## src/rtl/pipe_stage_skid.sv

```systemverilog
// pipe_stage_skid
// ---------------------------------------------------------------------------
// Parametrised pipeline-boundary register with a valid/ready handshake and a
// 2-entry skid buffer. The skid buffer lets in_ready be decoded purely from
// state flops, so no combinational path runs from out_ready back to in_ready.
// Entries leave in strict FIFO order. The skid entry is always younger than
// the main entry.
//
// Handshake: a transfer happens on a rising edge where valid & ready are both
// high on that side (in_valid & in_ready upstream, out_valid & out_ready
// downstream). valid must not depend on ready; ready is state-decoded only.
//
// Ports:
//   clk, rst_n              clock, asynchronous active-low reset
//   flush                   empty the stage this cycle (inserts a bubble)
//   in_valid/in_ready       upstream handshake
//   in_ctrl, in_data        upstream control field and payload
//   out_valid/out_ready     downstream handshake
//   out_ctrl, out_data      head entry (always from the main register)
//   occupancy               entries held, 0..2 (also the FSM state encoding)
//   stall_cycles            saturating count of out_valid & !out_ready cycles
// ---------------------------------------------------------------------------
module pipe_stage_skid #(
    parameter int DATA_W              = 101,
    parameter int CTRL_W              = 4,
    parameter bit CTRL_ZERO_ON_BUBBLE = 1'b1,
    parameter int CNT_W               = 16
) (
    input  logic              clk,
    input  logic              rst_n,
    input  logic              flush,
    input  logic              in_valid,
    output logic              in_ready,
    input  logic [CTRL_W-1:0] in_ctrl,
    input  logic [DATA_W-1:0] in_data,
    output logic              out_valid,
    input  logic              out_ready,
    output logic [CTRL_W-1:0] out_ctrl,
    output logic [DATA_W-1:0] out_data,
    output logic [1:0]        occupancy,
    output logic [CNT_W-1:0]  stall_cycles
);

    // Encoding equals the number of held entries, so occupancy is the state.
    typedef enum logic [1:0] {
        EMPTY = 2'd0,
        BUSY  = 2'd1,
        FULL  = 2'd2
    } state_t;

    state_t              state_q, state_d;
    logic [CTRL_W-1:0]   main_ctrl_q, main_ctrl_d;
    logic [DATA_W-1:0]   main_data_q, main_data_d;
    logic [CTRL_W-1:0]   skid_ctrl_q, skid_ctrl_d;
    logic [DATA_W-1:0]   skid_data_q, skid_data_d;
    logic [CNT_W-1:0]    stall_q, stall_d;

    logic in_xfer;
    logic out_xfer;

    assign in_ready  = (state_q != FULL);
    assign out_valid = (state_q != EMPTY);
    assign in_xfer   = in_valid & in_ready;
    assign out_xfer  = out_valid & out_ready;

    // State register and entry storage.
    always_ff @(posedge clk or negedge rst_n) begin
        if (!rst_n) begin
            state_q     <= EMPTY;
            main_ctrl_q <= '0;
            main_data_q <= '0;
            skid_ctrl_q <= '0;
            skid_data_q <= '0;
            stall_q     <= '0;
        end else begin
            state_q     <= state_d;
            main_ctrl_q <= main_ctrl_d;
            main_data_q <= main_data_d;
            skid_ctrl_q <= skid_ctrl_d;
            skid_data_q <= skid_data_d;
            stall_q     <= stall_d;
        end
    end

    // Next-state and register-load decisions.
    always_comb begin
        state_d     = state_q;
        main_ctrl_d = main_ctrl_q;
        main_data_d = main_data_q;
        skid_ctrl_d = skid_ctrl_q;
        skid_data_d = skid_data_q;

        if (flush) begin
            // Flush wins over everything. Only the control fields are cleared;
            // the payloads are dead once the stage is empty.
            state_d     = EMPTY;
            main_ctrl_d = '0;
            skid_ctrl_d = '0;
        end else begin
            case (state_q)
                EMPTY: begin
                    if (in_xfer) begin
                        main_ctrl_d = in_ctrl;
                        main_data_d = in_data;
                        state_d     = BUSY;
                    end
                end
                BUSY: begin
                    if (in_xfer && out_xfer) begin
                        main_ctrl_d = in_ctrl;
                        main_data_d = in_data;
                    end else if (in_xfer) begin
                        skid_ctrl_d = in_ctrl;
                        skid_data_d = in_data;
                        state_d     = FULL;
                    end else if (out_xfer) begin
                        state_d = EMPTY;
                    end
                end
                FULL: begin
                    // in_ready is low here, so only the drain path exists.
                    if (out_xfer) begin
                        main_ctrl_d = skid_ctrl_q;
                        main_data_d = skid_data_q;
                        state_d     = BUSY;
                    end
                end
                default: begin
                    state_d = EMPTY;
                end
            endcase
        end
    end

    // Stall counter saturates at all-ones; flush does not touch it.
    always_comb begin
        stall_d = stall_q;
        if (out_valid && !out_ready && (stall_q != {CNT_W{1'b1}})) begin
            stall_d = stall_q + CNT_W'(1);
        end
    end

    assign out_data     = main_data_q;
    assign out_ctrl     = (CTRL_ZERO_ON_BUBBLE && !out_valid) ? '0 : main_ctrl_q;
    assign occupancy    = state_q;
    assign stall_cycles = stall_q;

endmodule

```

## config.mk

```make
export PLATFORM = sky130hd
export DESIGN_NAME = pipe_stage_skid
export DESIGN_NICKNAME = d
export VERILOG_FILES = /design/src/rtl/pipe_stage_skid.sv
export SDC_FILE = /design/constraint.sdc
export NUM_CORES = 1
export LEC_CHECK = 0
export ABC_AREA = 1
export CAP_MARGIN = 10
export CELL_PAD_IN_SITES_DETAIL_PLACEMENT = 0
export CELL_PAD_IN_SITES_GLOBAL_PLACEMENT = 1
export CORE_AREA = 4 4 197 142
export DETAILED_ROUTE_END_ITERATION = 12
export DIE_AREA = 0 0 201 146
export HOLD_SLACK_MARGIN = 0.08
export PLACE_DENSITY = 0.89
export SYNTH_ARGS = -nofsm -noshare
export SYNTH_HDL_FRONTEND = slang
export SYNTH_SLANG_ARGS = --single-unit
```

## constraint.sdc

```tcl
create_clock -name clk -period 3.45 [get_ports clk]
set_input_delay 0.69 -clock clk [delete_from_list [all_inputs] [get_ports clk]]
set_output_delay 0.69 -clock clk [all_outputs]
set_load 0.02 [all_outputs]
```

==> results of run 1 <==
-- where the power goes --
| group | total, uW | switching, uW | internal [uW] | leakage (uW) |
|---|---|---|---|---|
| combinational | 4870 | 2760 | 2110 | 0.00340 |
| clock | 2680 | 1080 | 1600 | 0.000404 |
| sequential | 4540 | 686 | 3860 | 0.00286 |
| total | 12100 | 4530 | 7560 | 0.00666 |
-- final cells by class --
type | instances | area, um^2 | area share [%]
Sequential cell | 228 | 5710 | 41.2
Multi-Input combinational cell | 789 | 3870 | 27.9
Timing Repair Buffer | 244 | 2520 | 18.2
Clock buffer | 33 | 676 | 4.88
Inverter | 134 | 508 | 3.67
Tap cell | 338 | 423 | 3.06
Clock inverter | 11 | 138 | 0.995
-- per-layer routing --
metal  global-route usage [%]  up-vias
met2                     26.0      197
met1                     24.8     3868
met3                     2.96       44
met5                        0        -
li1                         -     4282
met4                     4.50        0
-- final timing paths --
path                                             startpoint                           to  slack (ps)  cells past startpoint
worst max-delay path               occupancy[0]$_DFFE_PN0P_                  out_ctrl[3]         480                      4
worst min-delay path                                  rst_n  stall_cycles[5]$_DFFE_PN0P_         130                      1
worst min register to register  skid_data_q[10]$_DFFE_PN0P_  skid_data_q[10]$_DFFE_PN0P_         480                      2
max in group asynchronous                             rst_n     out_data[41]$_DFFE_PN0P_        2410                      2
min in group clk                skid_data_q[10]$_DFFE_PN0P_  skid_data_q[10]$_DFFE_PN0P_         480                      2
worst max register to register     occupancy[0]$_DFFE_PN0P_     out_data[46]$_DFFE_PN0P_        1190                      9
-- cells in the final DEF, fill, tap and decap left out, types with 2 or more instances in the layout --
cell type	instances
inv_1	132
clkdlybuf4s50_1	233
a21oi_1	2
nand4_1	5
nor2_4	2
nor2_2	2
o21ai_1	100
xnor2_1	3
ha_1	6
inv_6	2
clkinv_2	6
nand3_4	2
nand2_1	386
xor2_1	2
clkbuf_16	25
nor2_1	30
clkbuf_8	2
o21ai_0	139
clkbuf_1	6
nand3_1	17
dfrtp_1	228
bufinv_16	3
a211oi_1	2
o21ai_2	83
buf_12	8
nand2_2	6
buf_4	2
-- state kept, by name, summed over array words and instances, names as in the netlist --
register	cells
main_ctrl_q	4
occupancy	2
out_data	101
skid_ctrl_q	4
skid_data_q	101
stall_cycles	16
-- cell usage after synthesis, types with 5 or more instances --
library cell	count
nand2_1	386
dfrtp_1	228
o21ai_0	139
inv_1	132
o21ai_1	100
o21ai_2	83
buf_2	30
nor2_1	30
buf_6	22
nand3_1	17
clkbuf_1	16
ha_1	6
nand2_2	6
nand4_1	5
-- through the flow --
stage          instance area (um^2)  total power, uW  hold WS, ps  cells  worst slack (ps)
6_report                      13800            12100          131   1777               479
5_1_grt                       13800            12900          172   1777               384
4_1_cts                       13800            12300          177   1777               458
3_5_place_dp                  13000             9520          467   1733               992
3_3_place_gp                  13000             9370          462   1733              1020
2_1_floorplan                 10500             7570          394   1221              1500
-- logic make-up after synthesis --
kind of cell | count (synthesis) | share of synthesized area, %
buffers and inverters | 204 | 9.26
AOI/OAI and AO/OA | 326 | 18.5
and+or+nand+nor | 452 | 17.0
xor gates and xnor gates | 5 | 0.416
DFF | 228 | 54.1
adders and majority gates | 6 | 0.712
==> flow_metrics.env, run 1 <==
export IMPL_max_stage_delay_ps=630
export IMPL_clockRootBuffer="clkbuf_16"
export IMPL_slew_viol_final=0
export IMPL_cts_resized=0
export IMPL_maxCapViolCount=0
export IMPL_worst_pin_slew_ps=787
export IMPL_postCtsHoldBufs=0
export IMPL_finalSetupViolCount=0
export IMPL_cts_max_level=1
export IMPL_worst_path_max_delay_cell="clkdlybuf4s50_1"
export IMPL_portBuffers=234
export IMPL_wl_met3_um=1180
export IMPL_synth_seq_cells=228
export IMPL_syn_to_final_growth_pct=31.3
export IMPL_async_flop_share_pct=100
export IMPL_gp_congestion=0.814
export IMPL_hold_path_class="in -> async"
export IMPL_hold_violations=0
export IMPL_synth_top_cell_by_area="dfrtp_1"
export IMPL_worst_ep_required_time_ps=2760
export IMPL_wl_per_cell_um=14.2
export IMPL_cts_buffers=25
export IMPL_cellPowerDensity_nw_per_um2=874
export IMPL_startpoint_type="flop"
export IMPL_highest_layer="met4"
export IMPL_avgSynthCellArea_um2=8.63
export IMPL_worstPathArrival_ps=2280
export IMPL_syn_nets=1337
export IMPL_yosysWarnings=0
export IMPL_die_area_um2=29300
export IMPL_worst_path_buf_inv=2
export IMPL_worst_setup_path_type="reg -> out"
export IMPL_netlist_area_leader_share_pct=54.1
export IMPL_post_cts_repair_setup_buffers=0
export IMPL_fp_coreArea_um2=26200
export IMPL_grt_pass1_wl_um=42200
export IMPL_max_vdd_ir_drop_v=0.000450
export IMPL_end_kind="output port"
export IMPL_die_w_um=201
export IMPL_rsz0062_at_grt="false"
export IMPL_grt_max_degree=203
export IMPL_finalCriticalPeriod_ps=2970
export IMPL_synth_area_um2=10500
export IMPL_post_route_util_pct=52.8
export IMPL_syn_inst=1221
export IMPL_clockBufferDepth=3
export IMPL_drt_iter0_drc=560
export IMPL_die_h_um=146
export IMPL_cts_tree="yes"
export IMPL_grtUsageTotal_pct=16.9
export IMPL_ys_seq_area_share_pct=54.1
export IMPL_drc=0
export IMPL_grt_overflow=0
export IMPL_antenna_found_initial=0
export IMPL_cts_sinks=228
export IMPL_rows=50
export IMPL_period_share_pct=86.1
export IMPL_finalSetupTns_ps=0
export IMPL_worst_path_max_fanout=8
export IMPL_vias_per_cell=4.72
export IMPL_drt_wl_total_um=25300
export IMPL_crit_family="buffers and inverters"
export IMPL_detail_route_antenna_nets=0
export IMPL_status="finished, final reports clean"
export IMPL_path_cells="inv_1 > ha_1 > nor2_1 > clkdlybuf4s50_1"
export IMPL_ys_top_cells_by_area="dfrtp_1 54%, nand2_1 14%, o21ai_2 6.9%, o21ai_0 6.6%, o21ai_1 4.7%"
export IMPL_drt_met1_wl_um=12400
export IMPL_dp_hpwl_um=16900
export IMPL_fin_nets=1538
export IMPL_clk_insertion_delay_late_ps=520
export IMPL_synth_flop_cell="dfrtp_1"
export IMPL_finalClockSkew_ps=14.9
export IMPL_met2WireLength_um=11000
export IMPL_drive_above_1_share_pct=10.2
export IMPL_grt_pass1_vias=8036
export IMPL_dr_pass1_iters=5
export IMPL_vias=8391
export IMPL_diodes=0
export IMPL_slew_headroom_pct=47.5
export IMPL_start_util_pct=40.2
export IMPL_nFillCells=2438
export IMPL_io_pins=235
export IMPL_synth_edff_count=0
export IMPL_clk_pin_slew_worst_paths_ps=60
export IMPL_fmax_mhz=337
export IMPL_yosysUniqueCellTypes=26
export IMPL_power_leakage_uw=0.00666
No activity file was read; power rests on OpenSTA's default activity.
==> run 2: changes to the inputs <==
--- a/config.mk
+++ b/config.mk
@@ -9,11 +9,12 @@
 export CAP_MARGIN = 10
 export CELL_PAD_IN_SITES_DETAIL_PLACEMENT = 0
 export CELL_PAD_IN_SITES_GLOBAL_PLACEMENT = 1
-export CORE_AREA = 4 4 197 142
+export CORE_AREA = 4 4 195 140
+export CTS_BUF_LIST = sky130_fd_sc_hd__clkbuf_2 sky130_fd_sc_hd__clkbuf_4 sky130_fd_sc_hd__clkbuf_8
 export DETAILED_ROUTE_END_ITERATION = 12
-export DIE_AREA = 0 0 201 146
+export DIE_AREA = 0 0 199 144
 export HOLD_SLACK_MARGIN = 0.08
-export PLACE_DENSITY = 0.89
+export PLACE_DENSITY = 0.91
 export SYNTH_ARGS = -nofsm -noshare
 export SYNTH_HDL_FRONTEND = slang
 export SYNTH_SLANG_ARGS = --single-unit
==> flow_metrics.env, run 2 (synthesis gave the netlist of run 1 again) <==
export IMPL_drt_iter0_drc=585
export IMPL_cts_max_level=2
export IMPL_cts_sinks=228
export IMPL_diodes=0
export IMPL_power_leakage_uw=0.00663
export IMPL_max_vdd_ir_drop_v=0.000462
export IMPL_status="finished, final reports clean"
export IMPL_drc=0
export IMPL_antenna_found_initial=1
export IMPL_path_cells="inv_1 > ha_1 > nor2_1 > clkdlybuf4s50_1"
export IMPL_dp_hpwl_um=17000
export IMPL_cts_tree="yes"
export IMPL_clockBufferDepth=3
export IMPL_wl_per_cell_um=14.3
export IMPL_r2r_end="skid_data_q[19]$_DFFE_PN0P_"
export IMPL_die_w_um=199
export IMPL_fin_nets=1550
export IMPL_vias_per_cell=4.77
export IMPL_hold_violations=0
export IMPL_fp_coreArea_um2=25400
export IMPL_rsz0062_at_grt="false"
export IMPL_worst_pin_slew_ps=670
export IMPL_clk_pin_slew_worst_paths_ps=60
export IMPL_detail_route_antenna_nets=0
export IMPL_r2r_slack_ps=920
export IMPL_gp_congestion=0.835
export IMPL_hold_path_class="in -> async"
export IMPL_io_pins=235
export IMPL_holdWs_ps=131
export IMPL_grt_max_degree=140
export IMPL_worstPathArrival_ps=2270
export IMPL_syn_to_final_growth_pct=30.1
export IMPL_worst_setup_path_type="reg -> out"
export IMPL_post_cts_repair_setup_buffers=0
export IMPL_fmax_mhz=338
export IMPL_r2r_start="occupancy[0]$_DFFE_PN0P_"
export IMPL_regArea_um2=5710
export IMPL_nFillCells=2338
export IMPL_grt_pass1_wl_um=41300
export IMPL_postLayoutCellArea_um2=13700
export IMPL_multi_input_area_um2=3870
export IMPL_worst_path_max_fanout=8
export IMPL_worst_path_max_delay_cell="clkdlybuf4s50_1"
export IMPL_period_share_pct=85.8
export IMPL_grt_overflow=0
export IMPL_drive_above_1_share_pct=11.7
export IMPL_grtUsageTotal_pct=17.5
export IMPL_finalSetupViolCount=0
export IMPL_cellPowerDensity_nw_per_um2=857
export IMPL_portBuffers=234
export IMPL_finalCriticalPeriod_ps=2960
export IMPL_end_kind="output port"
export IMPL_max_stage_delay_ps=620
export IMPL_finalClockSkew_ps=14.8
export IMPL_mostFrequentLayoutCell="nand2_1"
export IMPL_reg2reg_depth=9
export IMPL_drt_wl_total_um=25600
export IMPL_dr_pass1_iters=5
export IMPL_dpl_instance_area_um2=13000
export IMPL_cts_buffers=38
export IMPL_rows=49
export IMPL_start_util_pct=41.5
export IMPL_finalSetupTns_ps=0
export IMPL_maxCapViolCount=0
export IMPL_grt_pass1_vias=7976
export IMPL_slew_headroom_pct=55.3
export IMPL_startpoint_type="flop"
export IMPL_vias=8523
export IMPL_postCtsHoldBufs=0
export IMPL_post_route_util_pct=54.0
export IMPL_die_area_um2=28700
export IMPL_cts_resized=0
export IMPL_worst_ep_required_time_ps=2760
export IMPL_die_h_um=144
export IMPL_clockRootBuffer="clkbuf_8"
export IMPL_slew_viol_final=0
export IMPL_mostFrequentLayoutCells="386 x nand2_1, 233 x clkdlybuf4s50_1, 228 x dfrtp_1"
export IMPL_clk_insertion_delay_late_ps=520
-- run 2: cell types whose count changed in the layout (fill, tap and decap cells not counted) --
cell and delta:
bufinv_16 -3, clkbuf_4 +15, buf_12 -2, clkbuf_16 -25, clkbuf_1 -6, clkinv_2 -5
clkbuf_8 +41, clkinvlp_4 +2, clkinv_4 -1, buf_4 +1
-- run 2: stage by stage --
stage | std cells | worst slack, ps | power (uW)
3_3_place_gp | 1725 | 1000 | 9350
6_report | 1787 | 491 | 11800
4_1_cts | 1787 | 429 | 11900
3_5_place_dp | 1725 | 949 | 9480
5_1_grt | 1787 | 368 | 12600
2_1_floorplan | 1221 | 1500 | 7570
-- run 2: per-layer routing --
layer  GRT usage [%]  wire length (um)
met4            5.40               618
met3            3.89              1670
met2            25.0             10700
met5               0                13
met1            26.5             12600
-- run 2: worst max-delay path by stage --
stage | from | to | slack (ps)
6_report | occupancy[0]$_DFFE_PN0P_ | out_ctrl[3] | 490
5_1_grt | occupancy[0]$_DFFE_PN0P_ | out_ctrl[3] | 370
4_1_cts | occupancy[0]$_DFFE_PN0P_ | out_ctrl[3] | 430
3_5_place_dp | flush | skid_data_q[77]$_DFFE_PN0P_ | 950
3_3_place_gp | flush | skid_data_q[91]$_DFFE_PN0P_ | 1000
2_1_floorplan | occupancy[0]$_DFFE_PN0P_ | out_ctrl[0] | 1500
-- run 2: area by class of cell --
class | instances | share of cell area (%)
flip-flops and latches | 228 | 41.6
multi-input cells | 789 | 28.2
repair buffers | 243 | 18.2
clock buffers | 58 | 5.14
inverters | 134 | 3.70
well taps | 331 | 3.02
clock inverters | 4 | 0.210
-- run 2: where the power goes --
group | internal, uW | switching [uW]
clock network | 1290 | 1060
logic | 2090 | 2750
registers | 3860 | 702
-- run 2: worst max-delay path: cells and delay by family (launching register included) --
| family | cells | cell delay [ps] |
|---|---|---|
| buffers and inverters | 2 | 750 |
| flip-flops | 1 | 450 |
| adder cells (fa/ha/maj) | 1 | 350 |
| AND/OR/NAND/NOR | 1 | 190 |
==> run 3: changes to the inputs <==
==> constraint.sdc (replaced) <==
create_clock -name clk -period 3.5 [get_ports clk]
set_input_delay 0.7 -clock clk [delete_from_list [all_inputs] [get_ports clk]]
set_output_delay 0.7 -clock clk [all_outputs]
set_load 0.02 [all_outputs]
==> flow_metrics.env, run 3 (synthesis gave the netlist of run 1 again) <==
export IMPL_antenna_found_initial=1
export IMPL_finalSetupViolCount=0
export IMPL_fp_coreArea_um2=25400
export IMPL_drive_above_1_share_pct=12.3
export IMPL_die_area_um2=28700
export IMPL_r2r_start="occupancy[0]$_DFFE_PN0P_"
export IMPL_slew_viol_final=0
export IMPL_clk_pin_slew_worst_paths_ps=70
export IMPL_mostFrequentLayoutCell="nand2_1"
export IMPL_wl_per_cell_um=14.2
export IMPL_placedCellCount=1726
export IMPL_startpoint_type="flop"
export IMPL_dpl_instance_area_um2=13000
export IMPL_grtUsageTotal_pct=17.5
export IMPL_drt_iter0_drc=535
export IMPL_rows=49
export IMPL_worstPathArrival_ps=2220
export IMPL_grt_overflow=0
export IMPL_holdWs_ps=173
export IMPL_detail_route_antenna_nets=0
export IMPL_finalCriticalPeriod_ps=2920
export IMPL_mostFrequentLayoutCells="386 x nand2_1, 233 x clkdlybuf4s50_1, 228 x dfrtp_1"
export IMPL_final_cells=1797
export IMPL_clk_insertion_delay_late_ps=530
export IMPL_drc=0
export IMPL_max_stage_delay_ps=620
export IMPL_fmax_mhz=342
export IMPL_clockBufferDepth=3
export IMPL_postLayoutCellArea_um2=13800
export IMPL_drt_wl_total_um=25500
export IMPL_status="finished, final reports clean"
export IMPL_cts_tree="yes"
export IMPL_cts_sinks=228
export IMPL_slew_headroom_pct=50.4
export IMPL_period_share_pct=83.5
export IMPL_fin_nets=1552
export IMPL_cellPowerDensity_nw_per_um2=857
export IMPL_clockRootBuffer="clkbuf_8"
export IMPL_hold_path_class="in -> async"
export IMPL_cts_resized=0
export IMPL_dr_pass1_iters=5
export IMPL_worst_path_max_delay_cell="clkdlybuf4s50_1"
export IMPL_end_kind="output port"
export IMPL_worst_setup_path_type="reg -> out"
export IMPL_worst_ep_required_time_ps=2800
export IMPL_vias=8452
export IMPL_path_cells="inv_1 > ha_1 > nor2_1 > clkdlybuf4s50_1"
export IMPL_grt_pass1_vias=7985
export IMPL_rsz0062_at_grt="false"
export IMPL_portBuffers=234
export IMPL_cts_buffers=39
export IMPL_start_util_pct=41.5
export IMPL_vias_per_cell=4.70
export IMPL_worst_path_max_fanout=8
export IMPL_diodes=0
export IMPL_startpoint="occupancy[0]$_DFFE_PN0P_"
export IMPL_power_leakage_uw=0.00669
export IMPL_die_w_um=199
export IMPL_gp_congestion=0.797
export IMPL_syn_to_final_growth_pct=31.4
export IMPL_max_vdd_ir_drop_v=0.000538
export IMPL_dp_hpwl_um=17100
export IMPL_postCtsHoldBufs=0
export IMPL_worst_pin_slew_ps=744
export IMPL_maxCapViolCount=0
export IMPL_post_cts_repair_setup_buffers=0
export IMPL_nFillCells=2360
export IMPL_grt_pass1_wl_um=41200
export IMPL_cts_max_level=2
export IMPL_die_h_um=144
export IMPL_finalSetupTns_ps=0
export IMPL_finalClockSkew_ps=16.5
export IMPL_hold_violations=0
export IMPL_io_pins=235
export IMPL_grt_max_degree=143
run 3: cell types whose count changed in the layout (fill, tap and decap cells not counted):
cell | previous run | this run
bufinv_16 | 0 | 2
clkbuf_8 | 43 | 48
clkinvlp_4 | 2 | 4
clkbuf_4 | 15 | 14
clkinv_2 | 1 | 3
buf_4 | 3 | 5
inv_6 | 2 | 1
buf_12 | 6 | 5
run 3: path summary, 6_finish.rpt:
check	slack, ps	cells past startpoint	end
max in group asynchronous	2400	2	skid_data_q[29]$_DFFE_PN0P_
worst max-delay path	580	4	out_ctrl[3]
min in group clk	480	2	skid_data_q[3]$_DFFE_PN0P_
worst max register to register	1190	9	skid_data_q[77]$_DFFE_PN0P_
worst min register to register	480	2	skid_data_q[3]$_DFFE_PN0P_
worst min-delay path	170	1	stall_cycles[0]$_DFFE_PN0P_
run 3: area by class of cell:
| type | instances | area (um^2) | share of cell area [%] |
|---|---|---|---|
| well taps | 331 | 414 | 2.99 |
| clock inverters | 9 | 105 | 0.759 |
| repair buffers | 244 | 2480 | 17.9 |
| inverters | 134 | 508 | 3.67 |
| flip-flops and latches | 228 | 5710 | 41.2 |
| clock buffers | 62 | 766 | 5.53 |
| multi-input cells | 789 | 3870 | 27.9 |
run 3: routing by layer:
layer / track usage [%] / vias up / part of all wire, %
li1: - / 4320 / -
met1: 25.8 / 3895 / 49
met2: 26.3 / 202 / 44
met3: 4.15 / 33 / 6.2
met4: 4.60 / 2 / 1.4
met5: 0 / - / 0.063
run 3: stage by stage:
stage | power (uW) | util, % | setup slack [ps]
final | 11900 | 54.6 | 578
after detailed placement | 9340 | 51.1 | 973
after global routing | 12700 | 54.6 | 386
after global placement | 9200 | 51.1 | 1050
after CTS | 12000 | 54.6 | 502
after floorplan | 7460 | - | 1540
run 3: power breakdown:
part           internal (uW)  total (uW)  switching [uW]
combinational           2060        4770            2710
sequential              3800        4480             679
clock                   1540        2630            1090
run 3: worst max-delay path, delay by kind of cell, from the launching register on:
kind	cells	cell delay (ps)
DFF	1	430
and+or+nand+nor	1	170
buffers and inverters	2	740
adders and majority gates	1	340
